`config.mk`:
```
export PLATFORM = sky130hd
export DESIGN_NAME = dram_readout_streamer
export DESIGN_NICKNAME = d
export VERILOG_FILES = /design/src/rtl/dram_readout_streamer.sv
export SDC_FILE = /design/constraint.sdc
export NUM_CORES = 1
export LEC_CHECK = 0
export CAP_MARGIN = 15
export CELL_PAD_IN_SITES_DETAIL_PLACEMENT = 0
export CELL_PAD_IN_SITES_GLOBAL_PLACEMENT = 2
export CORE_MARGIN = 2
export CORE_UTILIZATION = 41
export CTS_CLUSTER_SIZE = 12
export DETAILED_ROUTE_END_ITERATION = 6
export PLACE_DENSITY = 0.85
export SYNTH_ARGS = -nofsm -noshare
export SYNTH_HDL_FRONTEND = slang
export SYNTH_SLANG_ARGS = --single-unit
```
`constraint.sdc`:
```
create_clock -name clk -period 5.43 [get_ports clk]
set_input_delay 1.3575 -clock clk [delete_from_list [all_inputs] [get_ports clk]]
set_output_delay 1.3575 -clock clk [all_outputs]
set_load 0.03 [all_outputs]
```
`src/rtl/dram_readout_streamer.sv`:
```
// dram_readout_streamer: drains the downsampled image from the data RAM read
// port onto a valid/ready byte stream once the processor reports completion.
module dram_readout_streamer #(
  parameter int unsigned ADDR_WIDTH   = 19,
  parameter int unsigned DATA_WIDTH   = 8,
  parameter int unsigned BASE_ADDR    = 0,
  parameter int unsigned NUM_PIXELS   = 16384,
  parameter int unsigned DRAM_LATENCY = 1,
  parameter int unsigned FIFO_DEPTH   = 4
) (
  input  logic                  clk,
  input  logic                  reset,
  input  logic                  processor_status,
  output logic [ADDR_WIDTH-1:0] dRamAddr,
  input  logic [DATA_WIDTH-1:0] dRamOut,
  output logic [DATA_WIDTH-1:0] m_data,
  output logic                  m_valid,
  input  logic                  m_ready,
  output logic                  busy,
  output logic                  stream_done
);

  localparam int unsigned CNT_W  = ADDR_WIDTH + 1;
  localparam int unsigned PTR_W  = (FIFO_DEPTH > 1) ? $clog2(FIFO_DEPTH) : 1;
  localparam int unsigned FCNT_W = $clog2(FIFO_DEPTH + 1);
  localparam int unsigned OCC_W  = $clog2(FIFO_DEPTH + DRAM_LATENCY + 2);

  typedef enum logic [1:0] {
    S_IDLE   = 2'd0,
    S_STREAM = 2'd1,
    S_DONE   = 2'd2
  } state_t;

  state_t                  state_q, state_d;
  logic                    prev_status_q;
  logic                    issue_q, issue_d;
  logic [CNT_W-1:0]        issue_cnt_q, issue_cnt_d;
  logic [CNT_W-1:0]        out_cnt_q, out_cnt_d;
  logic [DRAM_LATENCY-1:0] vld_sr_q, vld_sr_d;
  logic [ADDR_WIDTH-1:0]   addr_d;

  logic [DATA_WIDTH-1:0]   mem_q [FIFO_DEPTH];
  logic [PTR_W-1:0]        wr_ptr_q, rd_ptr_q;
  logic [FCNT_W-1:0]       fcnt_q;

  logic                    start;
  logic                    push;
  logic                    xfer;
  logic [OCC_W-1:0]        inflight;
  logic [OCC_W-1:0]        occ_next;

  // FIFO head is presented directly; data is forced to zero while empty
  always_comb begin
    m_valid = (fcnt_q != '0);
    m_data  = m_valid ? mem_q[rd_ptr_q] : '0;
  end

  // Handshake events, read-return push and occupancy seen by next cycle's issue gate
  always_comb begin
    start    = processor_status && !prev_status_q;
    xfer     = m_valid && m_ready;
    push     = vld_sr_q[DRAM_LATENCY-1];
    vld_sr_d = DRAM_LATENCY'({vld_sr_q, issue_q});
    inflight = '0;
    for (int i = 0; i < int'(DRAM_LATENCY); i++) begin
      inflight = inflight + OCC_W'(vld_sr_q[i]);
    end
    // Next cycle: FIFO gains this cycle's oldest return, inflight gains this
    // cycle's issue and loses that return, FIFO loses this cycle's transfer.
    occ_next = OCC_W'(fcnt_q) + inflight + OCC_W'(issue_q) - OCC_W'(xfer);
  end

  // Next-state, counters and the issue decision for the following cycle
  always_comb begin
    state_d = state_q;
    case (state_q)
      S_IDLE:   if (start) state_d = S_STREAM;
      S_STREAM: if (xfer && (out_cnt_q == CNT_W'(NUM_PIXELS - 1))) state_d = S_DONE;
      S_DONE:   state_d = S_IDLE;
      default:  state_d = S_IDLE;
    endcase

    issue_cnt_d = '0;
    out_cnt_d   = '0;
    if (state_d == S_STREAM) begin
      issue_cnt_d = issue_cnt_q + CNT_W'(issue_q);
      out_cnt_d   = out_cnt_q + CNT_W'(xfer);
    end

    issue_d = (state_d == S_STREAM) &&
              (issue_cnt_d < CNT_W'(NUM_PIXELS)) &&
              (occ_next < OCC_W'(FIFO_DEPTH));

    // Address register is loaded one cycle ahead so it is on the port during the issue cycle
    addr_d = ADDR_WIDTH'(BASE_ADDR);
    if (issue_d) begin
      addr_d = ADDR_WIDTH'(BASE_ADDR) + ADDR_WIDTH'(issue_cnt_d);
    end else if (state_d == S_STREAM) begin
      addr_d = dRamAddr;
    end
  end

  // Control state, counters and registered outputs
  always_ff @(posedge clk) begin
    if (reset) begin
      state_q       <= S_IDLE;
      prev_status_q <= 1'b0;
      issue_q       <= 1'b0;
      issue_cnt_q   <= '0;
      out_cnt_q     <= '0;
      vld_sr_q      <= '0;
      dRamAddr      <= '0;
      busy          <= 1'b0;
      stream_done   <= 1'b0;
    end else begin
      state_q       <= state_d;
      prev_status_q <= processor_status;
      issue_q       <= issue_d;
      issue_cnt_q   <= issue_cnt_d;
      out_cnt_q     <= out_cnt_d;
      vld_sr_q      <= vld_sr_d;
      dRamAddr      <= addr_d;
      busy          <= (state_d == S_STREAM);
      stream_done   <= (state_d == S_DONE);
    end
  end

  // FIFO pointers and occupancy; reset flushes by clearing them
  always_ff @(posedge clk) begin
    if (reset) begin
      wr_ptr_q <= '0;
      rd_ptr_q <= '0;
      fcnt_q   <= '0;
    end else begin
      if (push) begin
        wr_ptr_q <= (wr_ptr_q == PTR_W'(FIFO_DEPTH - 1)) ? '0 : wr_ptr_q + PTR_W'(1);
      end
      if (xfer) begin
        rd_ptr_q <= (rd_ptr_q == PTR_W'(FIFO_DEPTH - 1)) ? '0 : rd_ptr_q + PTR_W'(1);
      end
      fcnt_q <= fcnt_q + FCNT_W'(push) - FCNT_W'(xfer);
    end
  end

  // FIFO storage captures returning RAM data
  always_ff @(posedge clk) begin
    if (push) begin
      mem_q[wr_ptr_q] <= dRamOut;
    end
  end

endmodule

```
==> results_dict.tcl, run 1 <==
set metrics [dict create \
    worst_pin_slew_ps 664 \
    seqCellArea_sq_um 2460 \
    clk_pin_slew_ps 90 \
    routed_wl_microns 8020 \
    synth_cell_types 50 \
    async_reset_ff_share_pct 0 \
    yosys.area.top_type_share_pct 33.8 \
    ys_ff_latch 107 \
    clock_latency_ps 370 \
    final-max-slew-violation-count 0 \
    cts_resized 0 \
    cp_max_fo 8 \
    place_inst 554 \
    finalNonFillerCells 570 \
    rows 38 \
    fin_nets 451 \
    syn_area_per_cell_sq_um 11.6 \
    holdPathEnd "dRamAddr[0]" \
    r2r_end "dRamAddr[10]" \
    vias_per_cell 4.88 \
    pin_count 42 \
    synthCells 383 \
    synth_edf_count 32 \
    crit_type "flop to output port" \
    startpoint_type "flop" \
    fillers 983 \
    areaGrowthSynthToFinish_pct 17.1 \
    yosys-top-cells-area "dfxtp_1 (34%), edfxtp_1 (22%), xor2_1 (4.3%)" \
    drt_iter0_drc 103 \
    required_ps 4070 \
    dieWidth_microns 108 \
    peakVddDrop_uv 225 \
    grt_pass1_wl_microns 13400 \
    cts_post_setup_buffers_inserted 0 \
    tns_ps 0 \
    cts_tree "built" \
    cts_buffers 9 \
    status "completed" \
    grt_max_degree 20 \
    ys_seq_area_share_pct 55.4 \
    p_per_area_nw_per_um2 393 \
    start_util_pct 41.5 \
    hpwlAfterDp_microns 5460 \
    vias 2782 \
    min_path_cells 2 \
    mostFrequentLayoutCell "dfxtp_1" \
    die_h_microns 108 \
    relSlewSlack_pct 55.4 \
    cts.sinks 107 \
    dr.pass1.iters 4 \
    ant_nets 0 \
    track_usage_pct 14.8 \
    endpoint_kind "output port" \
    drc 0 \
    clockRootBuffer "clkbuf_8" \
    worstReg2RegStart "issue_q" \
    crit_chain "mux4_2 -> and2_2 -> clkdlybuf4s50_1" \
    cts.path.max_buffers 2 \
    worst_path_max_delay_cell "dfxtp_1" \
    port_buffers 41 \
    coreArea_sq_um 10700 \
    hold_path.class "flop to flop" \
    r2r_cells 8 \
    layout_common_cells "dfxtp_1 (75), nor2_1 (46), clkdlybuf4s50_1 (41)" \
    grt_antenna_before_repair 0 \
    place_congestion 0.774 \
    period_share_pct 69.4 \
    min-delay-start "dRamAddr[0]" \
    drv_cap 0 \
    htree_levels 3 \
    setup_viol 0 \
    ctsHoldBuffers 0 \
    die-area_sq_um 11700 \
    cp_top_family "flip-flops" \
    fin_worst_skew_ps 9.72 \
    multi_input_area_sq_um 1860 \
    worst-r2r-setup-slack_ps 1940 \
    grt_overflow 0 \
    yosys.area.top_type "dfxtp_1" \
    syn_area_sq_um 4440 \
    crit_buf_inv 1 \
    yosysWarnings 0 \
    max_stage_delay_ps 690 \
    final.min_clock_period_ps 3770 \
    hold_violations 0 \
    power_leakage_nw 1.85 \
    fmax_mhz 265 \
    rsz0062_at_grt "no" \
    drive_gt1_share_pct 12.1 \
    grt_pass1_vias 2788 \
    synth_fp_nets 409 \
    num_antenna_cells 0 \
    arrival_ps 2410 \
    yosys_most_used_dff "dfxtp_1" \
    wl_per_cell_microns 14.1 \
]
-- flip-flops by register name (all words and copies together), names as in the netlist, named ones only --
name,count
state_q,2
mem_q,32
wr_ptr_q,2
out_cnt_q,20
rd_ptr_q,2
push,1
prev_status_q,1
busy,1
issue_cnt_q,20
dRamAddr,19
fcnt_q,3
stream_done,1
issue_q,1
-- worst register-to-register path, stage by stage (launching register included) --
cell,delay (ps)
dfxtp_1,430
ha_1,230
ha_1,220
nand4_1,320
nor4_1,490
mux2_1,390
o32ai_2,570
nand3_4,340
mux2_1,390
-- cell type report --
class                   instances  area share [%]
flip-flops and latches        107            47.3
repair buffers                 44            8.32
well taps                     140            3.37
clock buffers                  12            2.79
inverters                      12           0.914
clock inverters                 4            1.44
multi-input cells             251            35.8
-- report_power, final --
group	total (mW)	leakage (nW)	switching [mW]	internal (mW)
Sequential	0.926	0.895	0.0473	0.879
Combinational	0.585	0.850	0.321	0.264
Clock	0.534	0.103	0.261	0.273
Total	2.04	1.85	0.629	1.42
-- worst max path at each step --
stage               startpoint  slack (ps)  cells after the start      endpoint
CTS                       flop        1580                      3     m_data[1]
detailed placement     m_ready        1290                     11  dRamAddr[10]
floorplan              m_ready        2260                     11  dRamAddr[14]
global placement       m_ready        1330                     11  dRamAddr[13]
finish                    flop        1660                      3     m_data[4]
global route              flop        1480                      3     m_data[3]
-- metrics by stage --
stage | power [mW] | hold slack, ps | util, % | setup slack [ps] | area (sq um)
finish | 2.04 | 471 | 48.6 | 1660 | 5200
global route | 2.15 | 501 | 48.6 | 1480 | 5200
CTS | 2.07 | 476 | 48.6 | 1580 | 5200
detailed placement | 1.54 | 457 | 46.6 | 1290 | 4980
global placement | 1.53 | 448 | 46.6 | 1330 | 4980
floorplan | 1.38 | 454 | - | 2260 | 4440
-- synth_stat cells, types with 2 or more instances --
cell type / instances
and4_1: 3
and3_1: 13
xor2_1: 22
and2_2: 8
nor2_1: 46
nand3_1: 19
xnor2_1: 17
ha_1: 14
dfxtp_1: 75
clkbuf_1: 9
nand4_1: 3
o21ai_0: 2
a31oi_1: 8
a21oi_1: 3
a211oi_2: 2
inv_1: 10
and2_1: 11
nor2b_1: 3
mux2_1: 3
nand2_1: 20
mux2i_1: 8
edfxtp_1: 32
a211oi_1: 4
buf_6: 2
nor4_1: 3
nand2b_1: 4
mux4_2: 8
or3_1: 2
nor3_1: 5
or2_2: 4
-- cells by family (layout without fill, tap and decap cells) --
| logic type | Yosys count | after routing | synth area share (%) |
|---|---|---|---|
| flops | 107 | 107 | 55.4 |
| xor+xnor | 39 | 39 | 7.69 |
| buf+inv | 25 | 72 | 2.62 |
| mux | 19 | 19 | 6.62 |
| compound gates | 25 | 25 | 4.59 |
| simple gates | 154 | 154 | 19.1 |
| fa+ha+maj | 14 | 14 | 3.94 |
-- metal layers --
| metal | GRT usage [%] | vias up | share of wire, % |
|---|---|---|---|
| met5 | 0 | - | 0 |
| met4 | 6.23 | 0 | 2.0 |
| met3 | 4.22 | 13 | 3.8 |
| met2 | 24.0 | 44 | 47 |
| met1 | 18.6 | 1309 | 47 |
| li1 | - | 1416 | - |
(Power assumes the default switching activity.)
==> run 2: changes to the inputs <==
Settings changed: CORE_UTILIZATION 41 to 38, PLACE_DENSITY 0.85 to 0.79.
Clock period 5.43 ns to 4 ns, I/O delays scaled along.
==> run 2 against run 1 <==
Die area grew 7.6%. Global-route usage fell by 0.70 points. Cell area rose by 1.9%. Largest cell class unchanged.
==> results_dict.tcl, run 2 (synthesized netlist as in run 1, its figures left out) <==
set metrics [dict create \
    clock_latency_ps 340 \
    dieWidth_microns 112 \
    p_switching_mw 0.910 \
    cts_tree "built" \
    cp_top_family "flip-flops" \
    cts.path.max_buffers 2 \
    utilization_pct 46.4 \
    dp_slack_ps 486 \
    r2r_cells 9 \
    grt_antenna_before_repair 0 \
    top_register "mem_q" \
    p_int_mw 2.06 \
    hold_violations 0 \
    htree_levels 3 \
    crit_chain "mux4_2 -> and2_2 -> clkdlybuf4s50_1" \
    clockRootBuffer "clkbuf_16" \
    hold_path.class "flop to flop" \
    grt_pass1_wl_microns 14100 \
    min-delay-start "dRamAddr[6]" \
    required_ps 3000 \
    pin_count 42 \
    largest_register_ffs 32 \
    drive_gt1_share_pct 12.8 \
    fin_nets 452 \
    ctsHoldBuffers 0 \
    endpoint_kind "output port" \
    final.min_clock_period_ps 3390 \
    p_clk_share_pct 30.4 \
    rows 39 \
    areaGrowthSynthToFinish_pct 19.4 \
    track_usage_pct 14.1 \
    relSlewSlack_pct 60.2 \
    grt_pass1_vias 2891 \
    final-max-slew-violation-count 0 \
    reg.largest.list "mem_q x32, issue_cnt_q x20, out_cnt_q x20" \
    cp_max_fo 8 \
    cts_buffers 9 \
    place_inst 558 \
    p_seq_share_pct 42.5 \
    vias 2793 \
    min_path_cells 2 \
    port_buffers 41 \
    combinationalPowerShare_pct 27.1 \
    worst_path_max_delay_cell "dfxtp_1" \
    fin_worst_skew_ps 9.04 \
    period_share_pct 84.6 \
    grt_max_degree 37 \
    worst-r2r-setup-slack_ps 890 \
    ant_nets 0 \
    dr.pass1.iters 5 \
    grt_overflow 0 \
    hpwlAfterDp_microns 5650 \
    worst_slack_ps 614 \
    drt_iter0_drc 95 \
    crit_type "flop to output port" \
    clk_pin_slew_ps 70 \
    layout_common_cells "dfxtp_1 (75), nor2_1 (46), clkdlybuf4s50_1 (41)" \
    coreArea_sq_um 11400 \
    crit_buf_inv 1 \
    max_stage_delay_ps 680 \
    cts_post_setup_buffers_inserted 0 \
    drc 0 \
    rsz0062_at_grt "no" \
    place_congestion 0.720 \
    arrival_ps 2390 \
    finalNonFillerCells 574 \
    holdPathEnd "dRamAddr[6]" \
    swShare_pct 30.7 \
    worstReg2RegStart "issue_q" \
    fmax_mhz 295 \
    mostFrequentLayoutCell "dfxtp_1" \
    worst_pin_slew_ps 592 \
    vias_per_cell 4.87 \
    tns_ps 0 \
    status "completed" \
    drv_cap 0 \
    startpoint_type "flop" \
    power_leakage_nw 1.90 \
    die-area_sq_um 12600 \
    start_util_pct 38.9 \
    cts_resized 0 \
    p_per_area_nw_per_um2 559 \
    die_h_microns 112 \
    wl_per_cell_microns 14.3 \
    power_mw 2.97 \
    cts.sinks 107 \
    r2r_end "dRamAddr[10]" \
    routed_wl_microns 8200 \
    num_antenna_cells 0 \
    peakVddDrop_uv 357 \
    setup_viol 0 \
]
-- run 2: through the flow --
step | hold WS (ps) | area [sq um]
5_1_grt | 483 | 5300
3_3_place_gp | 449 | 4990
4_1_cts | 469 | 5300
3_5_place_dp | 452 | 4990
6_report | 465 | 5300
2_1_floorplan | 454 | 4440
-- run 2: power groups by stage --
stage               Sequential [mW]  Combinational, mW  Clock (mW)
floorplan                      1.31              0.570           0
global placement               1.29              0.805           0
detailed placement             1.29              0.815           0
CTS                            1.27              0.817       0.933
global route                   1.28              0.879       0.973
finish                         1.26              0.804       0.901
-- run 2: worst max-delay path by stage --
stage	start	endpoint	slack, ps	cells after the start
CTS	flop	m_data[7]	530	3
detailed placement	m_ready	dRamAddr[9]	490	12
global placement	m_ready	dRamAddr[9]	490	12
global route	flop	m_data[7]	470	3
finish	flop	m_data[7]	610	3
floorplan	m_ready	dRamAddr[14]	1190	11
-- run 2: cell type report --
type | count | area (sq um)
fill | 1077 | 6120
tap | 143 | 179
inverter | 12 | 47.5
multi-input combinational | 251 | 1860
sequential | 107 | 2460
clock buffer | 9 | 225
clock inverter | 7 | 85.1
timing repair buffer | 45 | 440
-- run 2: per-layer routing --
metal  vias to the layer above  global-route usage (%)  part of all wire (%)
li1                       1425                       -                     -
met1                      1312                    16.9                    45
met2                        47                    24.3                    50
met3                         9                    4.21                   4.2
met4                         0                    4.72                   1.5
met5                         -                       0                     0
-- run 2: worst min-delay path, stage by stage, from the launching register on --
cell and delay, ps:
dfxtp_1 310, nand2_1 50, mux2i_1 50
==> run 3: changes to the inputs <==
Settings changed: CORE_UTILIZATION 38 to 34, PLACE_DENSITY 0.79 to 0.75.
Clock period 4 ns to 3 ns, I/O delays scaled along.
==> run 3 against run 2 <==
Non-clock buffer count rose by 13. Combinational power rose by 47%. Global-route usage fell by 1.5 points. Cell area rose by 2.9%. Sequential share of layout area fell by 1.3 points. Via count rose by 2.3%. Utilization fell by 3.4 points. First-iteration DRC count rose by 46%. Critical endpoint is now m_data[4]. Highest routed layer unchanged.
==> results_dict.tcl, run 3 (synthesized netlist as in run 1, its figures left out) <==
set metrics [dict create \
    ant_nets 0 \
    startpoint_type "flop" \
    worst_pin_slew_ps 432 \
    peakVddDrop_uv 361 \
    grt_antenna_before_repair 0 \
    fillers 1209 \
    cts.path.max_buffers 2 \
    fin_nets 465 \
    num_antenna_cells 0 \
    grt_pass1_wl_microns 13900 \
    grt_max_degree 30 \
    dp_slack_ps -145 \
    ctsHoldBuffers 0 \
    largest_register_ffs 32 \
    rows 41 \
    die-area_sq_um 14000 \
    vias 2858 \
    fin_worst_skew_ps 9.86 \
    hold_violations 0 \
    setup_viol 0 \
    clockRootBuffer "clkbuf_16" \
    fmax_mhz 346 \
    power_mw 4.04 \
    p_seq_share_pct 41.0 \
    htree_levels 3 \
    grt_overflow 0 \
    p_switching_mw 1.23 \
    swShare_pct 30.5 \
    dieWidth_microns 118 \
    die_h_microns 118 \
    status "completed" \
    coreArea_sq_um 12700 \
    worst_slack_ps 110 \
    min_path_cells 2 \
    top_register "mem_q" \
    layout_common_cells "dfxtp_1 (75), nor2_1 (46), clkdlybuf4s50_1 (34)" \
    mostFrequentLayoutCell "dfxtp_1" \
    place_congestion 0.748 \
    p_int_mw 2.81 \
    utilization_pct 43.1 \
    period_share_pct 96.3 \
    hpwlAfterDp_microns 5900 \
    clk_pin_slew_ps 70 \
    required_ps 2250 \
    clock_latency_ps 350 \
    p_per_area_nw_per_um2 740 \
    hold_path.class "flop to flop" \
    vias_per_cell 4.64 \
    drv_cap 0 \
    endpoint_kind "output port" \
    grt_pass1_vias 2862 \
    reg.largest.list "mem_q x32, issue_cnt_q x20, out_cnt_q x20" \
    crit_type "flop to output port" \
    combinationalPowerShare_pct 29.2 \
    rsz0062_at_grt "no" \
    crit_buf_inv 2 \
    drc 0 \
    final-max-slew-violation-count 0 \
    track_usage_pct 12.7 \
    port_buffers 41 \
    start_util_pct 35.1 \
    routed_wl_microns 8420 \
    seqCellArea_sq_um 2460 \
    crit_chain "buf_4 -> mux4_2 -> and2_2 -> clkdlybuf4s50_1" \
    multi_input_area_sq_um 1860 \
    drive_gt1_share_pct 15.1 \
    place_area_sq_um 5140 \
    relSlewSlack_pct 71.2 \
    dr.pass1.iters 4 \
    wl_per_cell_microns 13.7 \
    tns_ps 0 \
    arrival_ps 2140 \
    max_stage_delay_ps 580 \
    final_area_sq_um 5460 \
    cts.sinks 107 \
    worst_path_max_delay_cell "clkdlybuf4s50_1" \
    cts_tree "built" \
    cp_top_family "buffers and inverters" \
    cts_buffers 9 \
    crit_cells 4 \
    p_clk_share_pct 29.7 \
    cp_max_fo 8 \
    power_leakage_nw 2.07 \
    r2r_cells 9 \
    areaGrowthSynthToFinish_pct 22.8 \
    pin_count 42 \
    final.min_clock_period_ps 2890 \
    drt_iter0_drc 139 \
]
## run 3: cell types whose count changed in the layout (fill, tap and decap cells not counted), sizes merged
cell,previous run,this run
buf,4,17
clkdlybuf4s50,41,34
clkbuf,9,10
clkinv,2,0
inv,14,15
dlymetal6s2s,0,7
## run 3: path summary, 6_finish.rpt
check / from / to / slack [ps]
worst min-delay path: dRamAddr[7] / dRamAddr[7] / 470
worst min register to register: dRamAddr[7] / dRamAddr[7] / 470
worst max register to register: issue_q / dRamAddr[2] / 300
worst max-delay path: flop / m_data[4] / 110
## run 3: stage by stage
stage	instances	hold WS [ps]
3_5_place_dp	600	458
4_1_cts	616	471
5_1_grt	616	480
3_3_place_gp	600	444
2_1_floorplan	383	454
6_report	616	465
## run 3: power by group through the flow
stage / clock (mW) / combinational (mW) / sequential (mW)
2_1_floorplan: 0 / 0.761 / 1.74
3_3_place_gp: 0 / 1.19 / 1.69
3_5_place_dp: 0 / 1.21 / 1.69
4_1_cts: 1.24 / 1.21 / 1.66
5_1_grt: 1.30 / 1.29 / 1.67
6_report: 1.20 / 1.18 / 1.66
## run 3: metal layers
metal	GRT usage (%)	vias to the layer above	wire length, microns
met4	4.52	0	117
met5	0	-	0
met3	3.91	11	328
met2	21.2	41	4080
met1	15.3	1357	3900
li1	-	1449	-
## run 3: repair_timing
item / 4_1_cts / 5_1_grt
setup endpoints to repair: 0 / 7
gates resized for setup: 0 / 7
buffers inserted: 0 / 0
## run 3: worst min-delay path, cell delays in order (launching register included)
cell and delay [ps]:
dfxtp_1 310, nand2_1 50, mux2i_1 50
## run 3: layout make-up
class	instances	share of cell area (%)
Clock buffer	10	4.20
Clock inverter	6	1.31
Multi-Input combinational cell	251	34.1
Tap cell	172	3.94
Timing Repair Buffer	58	10.4
Inverter	12	0.871
Sequential cell	107	45.1
